<file path="src/rtl/uart_pkg.sv">
// uart_pkg: definitions shared by the buffered UART transmitter and the UART
// receiver that runs on the same clock.
//   uart_state_e             frame FSM state encoding
//   PARITY_NONE/EVEN/ODD     values for the PARITY_MODE parameter
//   CLKS_PER_BIT_10M_115200  bit period in clocks for 115200 baud at 10 MHz
package uart_pkg;

    typedef enum logic [2:0] {
        IDLE       = 3'd0,
        START_BIT  = 3'd1,
        DATA_BITS  = 3'd2,
        PARITY_BIT = 3'd3,
        STOP_BIT   = 3'd4,
        CLEAN_UP   = 3'd5
    } uart_state_e;

    localparam int PARITY_NONE = 0;
    localparam int PARITY_EVEN = 1;
    localparam int PARITY_ODD  = 2;

    localparam int UART_CLK_HZ = 10_000_000;
    localparam int UART_BAUD   = 115_200;
    // Rounded to the nearest integer divisor (evaluates to 87).
    localparam int CLKS_PER_BIT_10M_115200 = (UART_CLK_HZ + UART_BAUD / 2) / UART_BAUD;

endpackage

</file>
<file path="src/rtl/uart_sync_fifo.sv">
// uart_sync_fifo: single-clock FIFO with first-word fall-through read port.
//   clk, rst   clock and synchronous active-high reset (pointers only)
//   wr_en      write strobe; ignored (and flagged) when full
//   wr_data    word to store
//   rd_en      pop strobe; ignored when empty
//   rd_data    word at the head of the queue, valid while !empty
//   full       DEPTH words stored
//   empty      no words stored
//   count      words stored, 0..DEPTH
//   overflow   one-cycle pulse after a write was dropped
module uart_sync_fifo #(
    parameter int WIDTH = 8,
    parameter int DEPTH = 16
) (
    input  logic                     clk,
    input  logic                     rst,
    input  logic                     wr_en,
    input  logic [WIDTH-1:0]         wr_data,
    input  logic                     rd_en,
    output logic [WIDTH-1:0]         rd_data,
    output logic                     full,
    output logic                     empty,
    output logic [$clog2(DEPTH):0]   count,
    output logic                     overflow
);

    localparam int AW = $clog2(DEPTH);

    logic [WIDTH-1:0] mem_q [DEPTH];
    logic [AW:0]      wr_ptr_q, wr_ptr_d;
    logic [AW:0]      rd_ptr_q, rd_ptr_d;
    logic             overflow_q, overflow_d;
    logic             do_wr, do_rd;

    // Pointers carry one extra MSB so full and empty are distinguishable and
    // the subtraction for count stays correct across wrap-around.
    assign full     = (wr_ptr_q[AW] != rd_ptr_q[AW]) &&
                      (wr_ptr_q[AW-1:0] == rd_ptr_q[AW-1:0]);
    assign empty    = (wr_ptr_q == rd_ptr_q);
    assign count    = wr_ptr_q - rd_ptr_q;
    assign rd_data  = mem_q[rd_ptr_q[AW-1:0]];
    assign overflow = overflow_q;

    // full is taken from the registered pointers, so a pop in the same cycle
    // never makes room for a write to a full FIFO.
    always_comb begin
        do_wr      = wr_en && !full;
        do_rd      = rd_en && !empty;
        wr_ptr_d   = wr_ptr_q + {{AW{1'b0}}, do_wr};
        rd_ptr_d   = rd_ptr_q + {{AW{1'b0}}, do_rd};
        overflow_d = wr_en && full;
    end

    always_ff @(posedge clk) begin
        if (rst) begin
            wr_ptr_q   <= '0;
            rd_ptr_q   <= '0;
            overflow_q <= 1'b0;
        end else begin
            wr_ptr_q   <= wr_ptr_d;
            rd_ptr_q   <= rd_ptr_d;
            overflow_q <= overflow_d;
        end
    end

    // Storage is not reset; only the pointers define what is valid.
    always_ff @(posedge clk) begin
        if (do_wr) begin
            mem_q[wr_ptr_q[AW-1:0]] <= wr_data;
        end
    end

endmodule

</file>
<file path="src/rtl/uart_tx_buffered.sv">
// uart_tx_buffered: FIFO-buffered UART transmitter, frames sent back-to-back.
// Frame: start bit, DATA_WIDTH data bits LSB first, optional parity bit,
// STOP_BITS stop bits, then one CLEAN_UP cycle and one IDLE cycle.
// Build option: define UART_PARITY_EN to compile in the parity bit; without
// it PARITY_MODE is ignored and no parity state or logic exists.
//   clk       system clock, rising edge
//   rst       synchronous active-high reset; aborts the frame, empties FIFO
//   wr_en     write strobe, one word per cycle
//   wr_data   word to send
//   full      FIFO full, further writes are dropped
//   count     words queued, not counting the frame in flight
//   overflow  one-cycle pulse after a dropped write
//   tx        registered serial output, idle high
//   busy      FSM not in IDLE
//   done      one-cycle pulse in CLEAN_UP, right after the last stop cycle
module uart_tx_buffered
    import uart_pkg::*;
#(
    parameter int CLKS_PER_BIT = CLKS_PER_BIT_10M_115200,
    parameter int DATA_WIDTH   = 8,
    parameter int STOP_BITS    = 1,
    parameter int PARITY_MODE  = PARITY_NONE,
    parameter int FIFO_DEPTH   = 16
) (
    input  logic                          clk,
    input  logic                          rst,
    input  logic                          wr_en,
    input  logic [DATA_WIDTH-1:0]         wr_data,
    output logic                          full,
    output logic [$clog2(FIFO_DEPTH):0]   count,
    output logic                          overflow,
    output logic                          tx,
    output logic                          busy,
    output logic                          done
);

    localparam int BAUD_W = $clog2(CLKS_PER_BIT);
    localparam int IDX_W  = $clog2(DATA_WIDTH);
    localparam int STOP_W = (STOP_BITS > 1) ? $clog2(STOP_BITS) : 1;

`ifdef UART_PARITY_EN
    localparam uart_state_e AFTER_DATA =
        (PARITY_MODE != PARITY_NONE) ? PARITY_BIT : STOP_BIT;
`else
    localparam uart_state_e AFTER_DATA = STOP_BIT;
    // PARITY_MODE only has an effect when parity support is compiled in.
    logic unused_parity_mode;
    assign unused_parity_mode = (PARITY_MODE != PARITY_NONE);
`endif

    uart_state_e             state_q, state_d;
    logic [BAUD_W-1:0]       baud_q, baud_d;
    logic [IDX_W-1:0]        bit_idx_q, bit_idx_d;
    logic [STOP_W-1:0]       stop_q, stop_d;
    logic [DATA_WIDTH-1:0]   shreg_q, shreg_d;
    logic                    tx_q, tx_d;
`ifdef UART_PARITY_EN
    logic                    parity_q, parity_d;
`endif

    logic                    fifo_pop;
    logic                    fifo_empty;
    logic [DATA_WIDTH-1:0]   fifo_rd_data;
    logic                    baud_last;

    uart_sync_fifo #(
        .WIDTH (DATA_WIDTH),
        .DEPTH (FIFO_DEPTH)
    ) u_fifo (
        .clk      (clk),
        .rst      (rst),
        .wr_en    (wr_en),
        .wr_data  (wr_data),
        .rd_en    (fifo_pop),
        .rd_data  (fifo_rd_data),
        .full     (full),
        .empty    (fifo_empty),
        .count    (count),
        .overflow (overflow)
    );

    assign baud_last = (baud_q == BAUD_W'(CLKS_PER_BIT - 1));

    // State and control counters are reset; the shift register and parity
    // flop are loaded on every pop and need no reset.
    always_ff @(posedge clk) begin
        if (rst) begin
            state_q   <= IDLE;
            baud_q    <= '0;
            bit_idx_q <= '0;
            stop_q    <= '0;
            tx_q      <= 1'b1;
        end else begin
            state_q   <= state_d;
            baud_q    <= baud_d;
            bit_idx_q <= bit_idx_d;
            stop_q    <= stop_d;
            tx_q      <= tx_d;
        end
    end

    always_ff @(posedge clk) begin
        shreg_q  <= shreg_d;
`ifdef UART_PARITY_EN
        parity_q <= parity_d;
`endif
    end

    // Next-state logic
    always_comb begin
        state_d   = state_q;
        bit_idx_d = bit_idx_q;
        stop_d    = stop_q;
        shreg_d   = shreg_q;
        fifo_pop  = 1'b0;
`ifdef UART_PARITY_EN
        parity_d  = parity_q;
`endif
        case (state_q)
            IDLE: begin
                if (!fifo_empty) begin
                    fifo_pop  = 1'b1;
                    shreg_d   = fifo_rd_data;
                    bit_idx_d = '0;
                    state_d   = START_BIT;
`ifdef UART_PARITY_EN
                    // Parity is taken from the whole word before shifting.
                    parity_d  = (^fifo_rd_data) ^ (PARITY_MODE == PARITY_ODD);
`endif
                end
            end
            START_BIT: begin
                if (baud_last) begin
                    state_d = DATA_BITS;
                end
            end
            DATA_BITS: begin
                if (baud_last) begin
                    shreg_d = shreg_q >> 1;
                    if (bit_idx_q == IDX_W'(DATA_WIDTH - 1)) begin
                        stop_d  = '0;
                        state_d = AFTER_DATA;
                    end else begin
                        bit_idx_d = bit_idx_q + 1'b1;
                    end
                end
            end
`ifdef UART_PARITY_EN
            PARITY_BIT: begin
                if (baud_last) begin
                    stop_d  = '0;
                    state_d = STOP_BIT;
                end
            end
`endif
            STOP_BIT: begin
                if (baud_last) begin
                    if (stop_q == STOP_W'(STOP_BITS - 1)) begin
                        state_d = CLEAN_UP;
                    end else begin
                        stop_d = stop_q + 1'b1;
                    end
                end
            end
            CLEAN_UP: begin
                state_d = IDLE;
            end
            default: begin
                state_d = IDLE;
            end
        endcase

        // The baud counter restarts on every state change and on every bit
        // boundary inside a state, and rests at zero in IDLE/CLEAN_UP.
        if ((state_d != state_q) || baud_last ||
            (state_q == IDLE) || (state_q == CLEAN_UP)) begin
            baud_d = '0;
        end else begin
            baud_d = baud_q + 1'b1;
        end
    end

    // Output logic: tx is registered, so its next value follows the next
    // state; this makes tx fall on the same edge that enters START_BIT.
    always_comb begin
        case (state_d)
            START_BIT:  tx_d = 1'b0;
            DATA_BITS:  tx_d = shreg_d[0];
`ifdef UART_PARITY_EN
            PARITY_BIT: tx_d = parity_d;
`endif
            default:    tx_d = 1'b1;
        endcase
    end

    assign tx   = tx_q;
    assign busy = (state_q != IDLE);
    assign done = (state_q == CLEAN_UP);

endmodule
</file>
<file path="config.mk">
export PLATFORM = sky130hd
export DESIGN_NAME = uart_tx_buffered
export DESIGN_NICKNAME = d
export VERILOG_FILES = /design/src/rtl/uart_pkg.sv /design/src/rtl/uart_sync_fifo.sv /design/src/rtl/uart_tx_buffered.sv
export SDC_FILE = /design/constraint.sdc
export NUM_CORES = 1
export LEC_CHECK = 0
export CORE_MARGIN = 10
export CORE_UTILIZATION = 55
export CTS_BUF_LIST = sky130_fd_sc_hd__clkbuf_4
export CTS_CLUSTER_DIAMETER = 200
export DETAILED_ROUTE_END_ITERATION = 16
export PLACE_DENSITY = 0.75
export SYNTH_ARGS = -nofsm -noshare
export SYNTH_HDL_FRONTEND = slang
export SYNTH_HIERARCHICAL = 1
export SYNTH_SLANG_ARGS = --single-unit
</file>
<file path="constraint.sdc">
create_clock -name clk -period 2.6 [get_ports clk]
set_input_delay 0.26 -clock clk [delete_from_list [all_inputs] [get_ports clk]]
set_output_delay 0.26 -clock clk [all_outputs]
set_load 0.05 [all_outputs]
</file>
======== Yosys cells after proc, flatten, opt, wreduce, memory -nomap -nowiden ========
Memories as Yosys holds them, arrays and structs flattened. A register that Yosys moved wholly into a read port is not among the register bits.
Cells that the tools add are included.
storage, ports and cells
  flip-flop bits (word level) ............. 34
  word-level logic and storage cells ...... 76
  output and inout bits ................... 10
  input bits .............................. 11
  memory bits (writable) .................. 128
  memories ................................ 1
  bits in read-only memories .............. 0
  bits in latches ......................... 0
memories
  memory        words  width  rd ports  clocked after memory_dff  wr ports  RTL line              RTL
  u_fifo.mem_q  16     8      1         1                         1         uart_sync_fifo.sv:29  logic [WIDTH-1:0] mem_q [DEPTH];
cells by class
  multipliers ............................. 0
  shift operators ......................... 0
  $add $sub $neg .......................... 6
  divide/modulo/power cells ............... 0
  reductions and logical operators ........ 17
  magnitude comparators ................... 0
  bitwise operators ....................... 0
  muxes and demuxes ....................... 25
  equality and inequality tests ........... 17
operator list
  operator                                                               number
  3-bit two-way mux                                                      9
  8-bit two-way mux                                                      2
  8-bit case mux with 2 select lines                                     1
  3-bit case mux with 4 select lines                                     1
  5-bit by 1-bit adder with 5-bit output                                 2
  2-bit != test, second input constant                                   5
  3-bit equality test, second input constant                             3
  1-bit two-way mux                                                      8
  4-bit AND reduction                                                    2
  7-bit by 1-bit adder with 7-bit output, second input constant          1
  7-bit equality test, second input constant                             1
  3-bit by 1-bit equality test with 1-bit output, second input constant  2
  3-bit by 2-bit equality test with 1-bit output, second input constant  2
  3-bit case mux with 2 select lines                                     1
  5-bit equality test                                                    1
  5-bit subtractor                                                       1
  4-bit equality test                                                    1
  1-bit logical AND                                                      4
  4-bit two-way mux                                                      1
  1-bit case mux with 2 select lines                                     2
  2-bit nonzero test                                                     2
  3-bit by 1-bit adder with 3-bit output, second input constant          1
  3-bit logical NOT                                                      1
  1-bit logical OR                                                       3
  other kinds (7)                                                        8

======== Longest topological paths before layout ========
Gate-level depths: netlist of the first run.
  depth after elaboration ................. 9
  gate-level depth with buffers ........... 13
  gate-level depth less buffers ........... 11

======== Cells and area by module ========
Netlist of the first run, hierarchy kept.
by module, submodules not included
  module            seq. area each (um^2)  instances  cells an instance  area an instance (um^2)
  uart_sync_fifo    4063.9                 1          293                5611.6
  uart_tx_buffered  510.5                  1          98                 1086.0

======== Worst setup path after synthesis of the first run ========
OpenSTA, ideal clock, no wires.
  path type ............................... flip-flop to flip-flop
  from .................................... register u_fifo.rd_ptr_q[1]
  to ...................................... memory u_fifo.mem_q[3][0], enable pin
  cell stages (with the launch flop) ...... 10
  setup slack ............................. -0.223 ns
  required time ........................... 2.217 ns
  period minus slack after synthesis ...... 2.823 ns
  setup time .............................. 0.383 ns
  path buffers ............................ 3
  data arrival time ....................... 2.439 ns
  cell sequence ........................... dfxtp_1 -> clkbuf_8 -> clkbuf_1 -> inv_1 -> ha_1 -> nand4_1 -> nand2b_1 -> clkbuf_1 -> nand4_1 -> nor3_1
on the way
  longest elaborated chain between the ends .. 6
RTL lines
  element                                  RTL line              RTL
  start, declared                          uart_sync_fifo.sv:31  logic [AW:0] rd_ptr_q, rd_ptr_d;
  start signal, assigned                   uart_sync_fifo.sv:61  rd_ptr_q <= rd_ptr_d;
  4-bit equality test                      uart_sync_fifo.sv:38  (wr_ptr_q[AW-1:0] == rd_ptr_q[AW-1:0]);
  1-bit logical AND                        uart_sync_fifo.sv:37  assign full = (wr_ptr_q[AW] != rd_ptr_q[AW]) &&
  1-bit logical NOT                        uart_sync_fifo.sv:47  do_wr = wr_en && !full;
  1-bit logical AND                        uart_sync_fifo.sv:47
  1-bit two-way mux                        uart_sync_fifo.sv:68  if (do_wr) begin
  1-bit two-way mux (implied by the code)  uart_sync_fifo.sv:69  mem_q[wr_ptr_q[AW-1:0]] <= wr_data;
  end, declared                            uart_sync_fifo.sv:29
No other way between the ends.

======== Final worst setup path of the first run ========
  from .................................... register state_q[0]
  to ...................................... output port done
on the way
  longest elaborated chain between the ends .. 1
RTL lines
  element                 RTL line                 RTL
  start, declared         uart_tx_buffered.sv:51   uart_state_e state_q, state_d;
  start signal, assigned  uart_tx_buffered.sv:94   state_q <= state_d;
  3-bit equality test     uart_tx_buffered.sv:198  assign done = (state_q == CLEAN_UP);
  end, declared           uart_tx_buffered.sv:34   output logic done
No other way between the ends.

==> impl_metrics.tcl, run 1 <==
set metrics [dict create \
    detailedPlacementHpwl_um 8260 \
    status "finished, final reports clean" \
    antenna_violating_nets_post_route 0 \
    final-setup-viol-count 0 \
    weighted_congestion_at_the_end_of_routability_driven_global_placement 0.771 \
    grtUsageTotal_pct 15.9 \
    totalNegativeSetupSlack_ns 0 \
    worst_ep_arrival_time_ns 2.21 \
    critPathMaxFanout 12 \
    number_of_enable_flip_flop_cells_after_synthesis 135 \
    clkSinkCount 161 \
    rr_startpoint "u_fifo/rd_ptr_q[0]" \
    post_cts_hold_buffers 0 \
    hold_path.class "primary input to flip-flop" \
    worstRegToRegCells 7 \
    mostFrequentLayoutCell "edfxtp_1" \
    portion_of_netlist_area_occupied_by_mux_cells_pct 11.7 \
    avg_wl_per_cell_um 20.7 \
    detailedRoute.firstPassIterationCount 7 \
    clock_tree.htree_level_count 4 \
    startpoint "state_q[0]" \
    design.portCount 21 \
    maxCapViolCount 0 \
    timing.critical_path.slowest_cell_delay_ns 0.80 \
    synth_compound_area_share_pct 4.56 \
    number_of_instances_in_the_synthesized_netlist 391 \
    final_hold_vios 0 \
    detail_route.vias_per_cell 5.85 \
    first_iter_violations 197 \
    critical_path_class "flip-flop to primary output" \
    grt_setup_unrepaired "false" \
    syn_area_per_cell_um2 17.1 \
    setup.reg_to_reg.worst_slack_ns 0.31 \
    min_period_ns 2.47 \
    drc_errors 0 \
    core_um2 12000 \
    clock_insertion_delay_worst_skew_ns 0.57 \
    routed_vias 3507 \
    die_x_um 130 \
    cts_root_buf "clkbuf_4" \
    layout_common_cells "edfxtp_1, nor2_1, buf_4, dfxtp_1, clkbuf_4" \
    whs_ns 0.431 \
    mappedNetlistNets 415 \
    sequential_area_share_after_synthesis_pct 68.3 \
    ys_warn_count 6 \
    worst_setup_path_end_kind "primary output" \
    ys_ff_latch 161 \
    placementRows 40 \
    max-slew-margin-rel_pct 55.6 \
    post_synth_xor_area_fraction_pct 2.09 \
    worstReg2RegEnd "tx" \
    cts.path.max_buffers 2 \
    syn-cell-area_um2 6700 \
    final_cell_area_um2 7650 \
    slew_violations 0 \
    tritoncts_clock_tree "built" \
    synth_simple_gate_area_share_pct 8.01 \
    pwr_density_cell_nw_per_um2 746 \
    grt_start_max_net_pins 34 \
    critical_path.slowest_cell "clkdlybuf4s50_1" \
    drt-total-wl_um 12400 \
    dominant_combinational_cell_family_by_area_after_synthesis "multiplexers" \
    ir_worst_vdd_uv 479 \
    final_min_period_over_clock_period_pct 95.1 \
    worstPathCellList "and3b_2 -> clkdlybuf4s50_1" \
    via_count_of_the_first_global_routing_pass 3603 \
    final.setup_skew_ns 0.0159 \
    power.leakage_nw 2.58 \
    synth_ff_type "edfxtp_1" \
    worst_setup_path_start_kind "flip-flop" \
    diode_insertion_count_for_antenna_repair 0 \
    design.die.area_um2 17000 \
    numCtsBuffers 17 \
    worst_setup_path_endpoint "done" \
    die_h_um 130 \
    antenna_found_initial 0 \
    grt-ovfl-total 0 \
    yosys.area_share.adder_pct 2.54 \
    place.port_buffers 20 \
    wire_length_of_the_first_global_routing_pass_um 20000 \
    max_freq_mhz 404 \
    initial_utilization_pct 56.0 \
    layout_area_overhead_pct 14.2 \
    fin_nets 464 \
    drive_gt1_share_pct 25.2 \
    worst_slew_pin_slew_ns 0.663 \
    synthArstFlopShare_pct 0 \
    critPathRequiredTime_ns 2.34 \
    clkTransAtPathRegs_ns 0.12 \
    synth.lib_cells_used.distinct 48 \
    dpl_cell_area_um2 7250 \
]
metrics by stage:
step,worst slack (ns),std cells,total power [mW],utilization (%)
6_report,0.127,600,5.70,63.9
4_1_cts,0.0213,599,5.75,63.8
3_3_place_gp,0.386,566,4.08,60.6
3_5_place_dp,0.278,566,4.10,60.6
2_1_floorplan,0.0531,391,3.77,-
5_1_grt,0.00270,600,5.93,63.9
cells in the mapped netlist, drive strengths merged (2+ instances only):
master | instances | area (um2)
nor2 | 32 | 120
nand4b | 3 | 26.3
o21ai | 5 | 25.0
buf | 9 | 81.3
inv | 14 | 52.6
nand3 | 5 | 25.0
nor3b | 4 | 41.3
a21oi | 6 | 30.0
and2 | 5 | 33.8
nand2 | 13 | 48.8
nand4 | 6 | 37.5
nor3 | 8 | 45.0
dfxtp | 26 | 521
ha | 12 | 150
nand2b | 4 | 25.0
mux4 | 32 | 773
a22oi | 16 | 120
clkbuf | 9 | 53.8
nor2b | 6 | 37.5
edfxtp | 135 | 4050
a21o | 2 | 15.0
a22o | 6 | 60.1
xor2 | 8 | 70.1
xnor2 | 8 | 70.1
or3 | 2 | 13.8
worst max-delay path: cells and delay by family (launching register included):
family / cells / cell delay (ns)
buffers and inverters: 1 / 0.80
DFF: 1 / 0.61
and+or+nand+nor: 1 / 0.24
registers in the layout (all words and copies together), names as in the netlist:
name	count
u_fifo/wr_ptr_q	5
u_fifo/mem_q	128
u_fifo/overflow	1
tx	1
shreg_q	8
u_fifo/rd_ptr_q	5
state_q	3
bit_idx_q	3
baud_q	7
power by group:
group          switching (mW)  leakage [nW]  total [mW]  internal, mW
clock                   0.863         0.163        1.65         0.785
sequential             0.0522          1.44        2.96          2.91
combinational           0.564         0.980        1.09         0.528
total                    1.48          2.58        5.70          4.22
routing by layer:
metal	share of wire [%]	up-vias	GRT usage, %
met2	53	67	26.4
met3	4.7	12	3.85
li1	-	1637	-
met4	1.3	0	5.69
met5	0	-	0
met1	41	1791	20.0
worst min path at each step:
stage / startpoint / end / cells past startpoint
finish: rst / state_q[1] / 3
global route: rst / state_q[1] / 3
CTS: rst / state_q[1] / 3
detailed placement: baud_q[0] / baud_q[0] / 1
global placement: baud_q[0] / baud_q[0] / 1
floorplan: rst / bit_idx_q[0] / 1
cell type report:
type,instances,area [um2]
Clock buffer,19,143
Clock inverter,13,185
Fill cell,835,4310
Inverter,14,52.6
Multi-Input combinational cell,198,1980
Sequential cell,161,4580
Tap cell,147,184
Timing Repair Buffer,48,519
repair_timing:
action                     CTS  global route
setup buffers                0             1
gates cloned                 1             0
gates resized for setup      5             8
setup endpoints to repair    1             3
logic make-up after synthesis:
group,after synthesis
flops,161
simple gates,96
compound gates,40
mux,33
buf+inv,32
xor+xnor,16
fa+ha+maj,13
(Power assumes the default switching activity.)
==> run 2, diff against run 1 <==
CTS_CLUSTER_DIAMETER = 120   (was 200)
==> results of run 2 <==
Same layout as run 1: the final DEF is identical, and so are final timing and power.
